==> src/rtl/seq_det_pkg.sv <==
// Shared constants and parameter checks for the serial dual-pattern detector.
package seq_det_pkg;

    localparam int         DEF_PAT_W  = 3;
    localparam logic [2:0] DEF_PAT_A  = 3'b101;
    localparam logic [2:0] DEF_PAT_B  = 3'b100;
    localparam int         DEF_THRESH = 2;
    localparam int         DEF_CNT_W  = 4;

    // THRESH must be reachable by a CNT_W-bit counter and never be zero.
    function automatic bit thresh_ok(input int thresh, input int cnt_w);
        longint max_cnt;
        max_cnt = (longint'(1) << cnt_w) - 1;
        return (thresh >= 1) && (longint'(thresh) <= max_cnt);
    endfunction

endpackage

==> src/rtl/seq_window.sv <==
// Sliding sample window: history shift register plus a fill counter that
// marks when the window holds PAT_W samples taken since the last restart.
module seq_window
    import seq_det_pkg::*;
#(
    parameter int PAT_W = DEF_PAT_W
) (
    input  logic             clk,
    input  logic             i_srst,
    input  logic             i_x,
    input  logic             i_accept,
    input  logic             i_restart,
    output logic [PAT_W-1:0] o_window,
    output logic             o_legal
);

    localparam int                FILL_W   = $clog2(PAT_W);
    localparam logic [FILL_W-1:0] FILL_MAX = FILL_W'(PAT_W - 1);

    logic [PAT_W-2:0]  r_hist;
    logic [FILL_W-1:0] r_fill;

    assign o_window = {r_hist, i_x};
    assign o_legal  = (r_fill == FILL_MAX);

    // History keeps shifting on a restart; only the fill count drops back.
    always_ff @(posedge clk) begin
        if (i_srst) begin
            r_hist <= '0;
            r_fill <= '0;
        end else if (i_accept) begin
            r_hist <= o_window[PAT_W-2:0];
            if (i_restart) begin
                r_fill <= '0;
            end else if (!o_legal) begin
                r_fill <= r_fill + 1'b1;
            end
        end
    end

endmodule

==> src/rtl/seq_pattern_counter.sv <==
// Dual-pattern serial detector: matches PAT_A/PAT_B on a sliding window,
// counts occurrences per pattern and pulses z when a count reaches THRESH.
module seq_pattern_counter
    import seq_det_pkg::*;
#(
    parameter int               PAT_W   = DEF_PAT_W,
    parameter logic [PAT_W-1:0] PAT_A   = DEF_PAT_A,
    parameter logic [PAT_W-1:0] PAT_B   = DEF_PAT_B,
    parameter int               THRESH  = DEF_THRESH,
    parameter int               CNT_W   = DEF_CNT_W,
    parameter bit               OVERLAP = 1'b1,
    parameter bit               CONSEC  = 1'b1
) (
    input  logic             clk,
    input  logic             rst,
    input  logic             x,
    input  logic             x_valid,
    input  logic             clear,
    output logic             hit_a,
    output logic             hit_b,
    output logic             z,
    output logic [CNT_W-1:0] cnt_a,
    output logic [CNT_W-1:0] cnt_b
);

    generate
        if (PAT_W < 2 || !thresh_ok(THRESH, CNT_W)) begin : g_bad_params
            $error("seq_pattern_counter: illegal PAT_W/THRESH/CNT_W combination");
        end
    endgenerate

    logic             w_srst;
    logic             w_accept;
    logic             w_restart;
    logic [PAT_W-1:0] w_window;
    logic             w_legal;
    logic [1:0]       w_match;
    logic [1:0]       w_fire;

    logic [1:0]       r_hit;
    logic             r_z;

    assign w_srst    = rst | clear;
    assign w_accept  = x_valid & ~w_srst;
    assign w_restart = !OVERLAP && (|w_match);

    seq_window #(
        .PAT_W(PAT_W)
    ) u_window (
        .clk      (clk),
        .i_srst   (w_srst),
        .i_x      (x),
        .i_accept (w_accept),
        .i_restart(w_restart),
        .o_window (w_window),
        .o_legal  (w_legal)
    );

    // Channel 0 tracks pattern A, channel 1 pattern B.
    generate
        for (genvar gi = 0; gi < 2; gi++) begin : g_ch
            localparam logic [PAT_W-1:0] PAT = (gi == 0) ? PAT_A : PAT_B;

            logic [CNT_W-1:0] r_cnt;
            logic [CNT_W-1:0] w_inc;

            assign w_match[gi] = w_accept & w_legal & (w_window == PAT);
            assign w_inc       = r_cnt + 1'b1;
            assign w_fire[gi]  = w_match[gi] && (w_inc == CNT_W'(THRESH));

            // A count that reaches THRESH wraps to zero, so it never overflows.
            always_ff @(posedge clk) begin
                if (w_srst) begin
                    r_cnt <= '0;
                end else if (w_match[gi]) begin
                    r_cnt <= w_fire[gi] ? '0 : w_inc;
                end else if (CONSEC && w_match[1-gi]) begin
                    r_cnt <= '0;
                end
            end
        end
    endgenerate

    always_ff @(posedge clk) begin
        if (w_srst) begin
            r_hit <= '0;
            r_z   <= 1'b0;
        end else begin
            r_hit <= w_match;
            r_z   <= |w_fire;
        end
    end

    assign hit_a = r_hit[0];
    assign hit_b = r_hit[1];
    assign z     = r_z;
    assign cnt_a = g_ch[0].r_cnt;
    assign cnt_b = g_ch[1].r_cnt;

endmodule

==> config.mk <==
export PLATFORM = sky130hd
export DESIGN_NAME = seq_pattern_counter
export DESIGN_NICKNAME = d
export VERILOG_FILES = /design/src/rtl/seq_det_pkg.sv /design/src/rtl/seq_window.sv /design/src/rtl/seq_pattern_counter.sv
export SDC_FILE = /design/constraint.sdc
export NUM_CORES = 1
export LEC_CHECK = 0
export CORE_UTILIZATION = 43
export DETAILED_ROUTE_END_ITERATION = 16
export GPL_TIMING_DRIVEN = 0
export PLACE_DENSITY = 0.83
export SLEW_MARGIN = 20
export SYNTH_ARGS = -nofsm -noshare
export SYNTH_HDL_FRONTEND = slang
export SYNTH_SLANG_ARGS = --single-unit
==> constraint.sdc <==
create_clock -name clk -period 1.8 [get_ports clk]
set_clock_uncertainty 0.15 [all_clocks]
set_input_delay 0.27 -clock clk [delete_from_list [all_inputs] [get_ports clk]]
set_output_delay 0.27 -clock clk [all_outputs]
set_load 0.03 [all_outputs]
Word-level counts from Yosys, hierarchy flattened
Cells that the tools add are included.
- div/mod/pow operators: 0
- bitwise gates (word level): 7
- reduce and logical (&&, ||, !) cells: 5
- magnitude comparators: 0
- shift-type cells: 0
- multiply operators: 0
- add/sub/neg operators: 3
- equal/unequal tests: 5
- multiplexer cells: 6
- operators by type and width (cell ; count):
    $mux W4 ; 6
    $add A4 B1 Y4 const B ; 2
    $eq A4 B2 Y1 const B ; 2
    $eq A3 B3 Y1 const B ; 2
    $and A1 B1 Y1 ; 4
    $add A2 B1 Y2 const B ; 1
    $eq A2 B2 Y1 const B ; 1
    $logic_and A1 B1 Y1 ; 2
    $not A1 Y1 ; 2
    $reduce_and A2 Y1 ; 1
    $reduce_bool A2 Y1 ; 1
    $reduce_or A2 Y1 ; 1
    $or A1 B1 Y1 ; 1
- word-level logic and storage cells: 32
- register bits: 15
- bits in latches: 0
- RAM bits: 0
- memories kept: 0
- bits in read-only memories: 0

Logic depth before layout (Yosys ltp)
- depth in word-level cells: 8
- gate-level depth with buffers: 7
- depth with buffers taken out: 6

Modules after synthesis
Synthesis repeated with hierarchy kept, for this count alone.
- cell total of the unflattened synthesis: 90
- area, all modules: 772.0 sq um
- by module, submodules not included (module ; area an instance (sq um) ; sequential area each (sq um) ; cells each ; times used):
    seq_pattern_counter ; 595.6 ; 220.2 ; 71 ; 1
    seq_window ; 176.4 ; 80.1 ; 19 ; 1

Worst setup path before layout
Ideal clock, no wire load.
- kind: reg-to-reg
- start point: reg g_ch[0].r_cnt[0] (netlist: cnt_a[0])
- end point: reg g_ch[0].r_cnt[1] (netlist: cnt_a[1])
- path buffers: 0
- arrival time: 1737 ps
- path slack: -203 ps
- cell stages (with the launch flop): 6
- data required time: 1534 ps
- path through: dfxtp_1 ha_1 or4b_2 o31ai_1 nor4_1 a31o_2
- longest elaborated chain between the ends: 5
- RTL lines (element ; line ; source):
    from (decl) ; seq_pattern_counter.sv:64 ; logic [CNT_W-1:0] r_cnt;
    from (signal assigned) ; seq_pattern_counter.sv:76 ; r_cnt <= w_fire[gi] ? '0 : w_inc;
    $add A4 B1 Y4 (*) ; seq_pattern_counter.sv:68 ; assign w_inc = r_cnt + 1'b1;
    $eq A4 B2 Y1 ; seq_pattern_counter.sv:69 ; assign w_fire[gi] = w_match[gi] && (w_inc == CNT_W'(THRESH));
    $logic_and A1 B1 Y1 ; seq_pattern_counter.sv:69 ;
    $mux W4 (*) ; seq_pattern_counter.sv:76 ;
    $mux W4 (*) ; seq_pattern_counter.sv:75 ; end else if (w_match[gi]) begin
Mark *: on every way between the ends. The rest lies on a longest branch, timed or not.
A chain may end at the register's enable or synchronous reset.

Final worst setup path
- start point: reg g_ch[1].r_cnt[1] (netlist: cnt_b[1])
- end point: out cnt_b[1]
- RTL lines (element ; line ; source):
    from (decl) ; seq_pattern_counter.sv:64 ;
    from (signal assigned) ; seq_pattern_counter.sv:76 ;
    to (decl) ; seq_pattern_counter.sv:23 ; output logic [CNT_W-1:0] cnt_b
No word-level cell between the ends.

==> impl_metrics.py <==
metrics = {
    "critical_path": {
        "cp.arrival_ns": 1.33,
        "crit_path_max_incr_delay_ns": 0.66,
        "critPathLaunchType": "flop",
        "critical-path-top-delay-family": "buffers and inverters",
        "critPathSlowestCell": "clkdlybuf4s50_1",
        "crit_path_end_kind": "output pin",
        "crit_type": "reg -> out",
        "path_cells": "clkdlybuf4s50_1",
        "required_ns": 1.38,
        "path_buf_inv": 1,
        "path_max_fanout": 6,
    },
    "detailed_routing": {
        "wl_per_cell_um": 14.0,
        "ant_nets": 0,
        "drcViolationCount": 1,
        "wirelength_mm": 1.72,
        "vias": 721,
        "viasPerCell": 5.86,
        "initialDrtViolationCount": 17,
        "drtPass1Iterations": 10,
    },
    "clock_network": {
        "cts_tree": "done",
        "root_buffer": "clkbuf_4",
        "cts-htree-levels": 1,
        "clockBufferDepth": 2,
        "numCtsBuffers": 3,
        "clk_pin_slew_ns": 0.09,
        "cts_hold_buf": 0,
        "cts_sinks": 15,
        "clk_latency_ns": 0.29,
    },
    "sta": {
        "setup_viol": 0,
        "fin_crit_sh_pct": 97.4,
        "worst_slew_pin_slew_ns": 0.485,
        "relSlewSlack_pct": 67.6,
        "holdWs_ns": 0.192,
        "slew_violations": 0,
        "layout_min_cycle_time_ns": 1.75,
        "hold_viol_final": 0,
        "max_clock_freq_mhz": 570,
    },
    "logic_synthesis": {
        "ys_types": 26,
        "ys_seq_elements": 15,
        "syn_area_um2": 764,
        "synth_most_common_cell": "dfxtp_1",
        "synth_top_cell_by_area": "dfxtp_1",
        "yosys_warnings": 0,
        "syn-num-nets": 95,
        "seq_area_frac_synth_pct": 39.3,
        "yosys.area.top_type_share_pct": 39.3,
        "synth_commonest_cells": "dfxtp_1, nor2_1, a21oi_1, nand3_1",
        "syn_inst": 85,
        "synth_area_per_cell_um2": 8.99,
        "synth_area_leaders": "dfxtp_1, ha_1, nor2_1",
        "async_reset_ff_share_pct": 0,
        "ys.flop_type": "dfxtp_1",
        "synth_edf_count": 0,
    },
    "grt": {
        "grt_remaining_overflow": 0,
        "use_met3_pct": 2.45,
        "grt_pass1_vias": 577,
        "met2_usage_pct": 25.0,
        "grt_util_met1_pct": 23.9,
        "grt_busiest_layer": "met2",
        "grt_max_degree": 11,
        "gr-usage-all-layers_pct": 17.5,
        "antenna_found_initial": 0,
        "grt_pass1_wl_mm": 2.50,
    },
    "hold_path": {
        "min_path_type": "in -> reg",
    },
    "floorplan": {
        "die_w_um": 44.2,
        "io_pins": 16,
        "start_util_pct": 48.5,
        "rows": 14,
        "die_h_um": 44.2,
        "dieArea_um2": 1950,
        "coreArea_um2": 1580,
    },
    "layout": {
        "design_area_um2": 1070,
        "finalNetCount": 118,
        "drive_gt1_share_pct": 28.0,
        "nFillCells": 115,
        "final_cells": 123,
        "areaGrowthSynthToFinish_pct": 40.4,
        "antenna_cells": 0,
    },
    "placement": {
        "gp_congestion": 0.840,
        "place_inst": 115,
        "numPortBuffers": 14,
        "postPlaceCellArea_um2": 935,
    },
    "run": {
        "drv_cap": 0,
    },
    "outcome": {
        "violations": "design-rule violations",
        "status": "complete, but fails checks",
    },
    "power": {
        "p_leak_nw": 0.470,
        "irDropWorstVdd_v": 0.000395,
        "powerDensity_nw_per_um2": 539,
    },
}
## stage by stage
| stage | power (W) | utilization, % | setup slack, ns | TNS (ns) |
|---|---|---|---|---|
| after floorplan | 0.000367 | - | -0.0121 | -0.0121 |
| after global placement | 0.000379 | 59.3 | -0.340 | -1.36 |
| after detailed placement | 0.000381 | 59.3 | -0.370 | -1.70 |
| after CTS | 0.000577 | 61.5 | -0.0397 | -0.0526 |
| after global routing | 0.000599 | 68.1 | -0.00592 | -0.00891 |
| final | 0.000579 | 68.1 | 0.0467 | 0 |
## cell families after synthesis
kind of cell | after synthesis | synth area share, %
AND/OR/NAND/NOR | 36 | 27.5
multiplexers | 2 | 2.62
adder cells (fa/ha/maj) | 5 | 8.18
flip-flops | 15 | 39.3
AO/OA/AOI/OAI | 18 | 15.4
XOR/XNOR | 1 | 1.15
buffers and inverters | 8 | 5.89
## cells in the final DEF (no fill, tap or decap), types with 2 or more instances in the layout
cell type,n
nor2_1,11
dfxtp_1,9
nand3_1,6
a21oi_1,6
dlygate4sd2_1,6
nor4_1,4
dlymetal6s2s_1,4
clkdlybuf4s50_1,4
buf_4,4
inv_1,3
clkbuf_1,3
o31ai_1,3
nand2_1,3
ha_2,3
clkbuf_4,3
dfxtp_4,3
dfxtp_2,3
buf_6,2
a21boi_0,2
and3b_1,2
or4b_4,2
o31ai_4,2
mux2i_1,2
o21ai_0,2
nand4b_1,2
## state kept, by name, indices dropped and copies added (netlist names)
register / count
u_window.r_hist: 2
r_hit: 2
u_window.r_fill: 2
cnt_a: 4
z: 1
cnt_b: 4
## per-layer routing
metal,up-vias,wire [µm]
met5,-,0
met4,0,44
met3,5,55
met2,16,820
met1,344,800
li1,356,-
## final timing paths
kind,startpoint,to,slack [ns],cells after the start
min,rst,cnt_b[3]$_SDFFE_PP0P_,0.19,4
min reg2reg,cnt_a[0]$_SDFFE_PP0P_,cnt_a[0]$_SDFFE_PP0P_,0.38,2
max reg2reg,u_window.r_fill[0]$_SDFFE_PP0P_,cnt_a[0]$_SDFFE_PP0P_,0.07,7
max,cnt_b[1]$_SDFFE_PP0P_,cnt_b[1],0.05,1
## where the power goes
part	switching (W)	internal, W
clock network	0.000116	0.0000864
registers	0.00000275	0.000331
logic	0.0000235	0.0000188
## cell type report
class / instances / area (µm²) / area share [%]
Buffer: 4 / 30.0 / 2.80
Clock buffer: 4 / 26.3 / 2.45
Inverter: 4 / 15.0 / 1.40
Multi-Input combinational cell: 62 / 494 / 46.0
Sequential cell: 15 / 315 / 29.4
Tap cell: 16 / 20.0 / 1.86
Timing Repair Buffer: 18 / 173 / 16.1
## worst reg2reg max path, cell delays in order, from the launching register on
cell	delay, ns
dfxtp_2	0.34
inv_2	0.06
ha_4	0.13
nand4b_4	0.12
or2_4	0.28
buf_6	0.14
or3_4	0.33
a21oi_2	0.13
## repair_timing
item	in CTS	in global routing
setup endpoints to repair	8	6
hold endpoints to repair	0	0
resized for setup	9	20
pin swaps	0	4
setup buffers	0	4
Note: power is estimated with default switching activity, not from simulation.
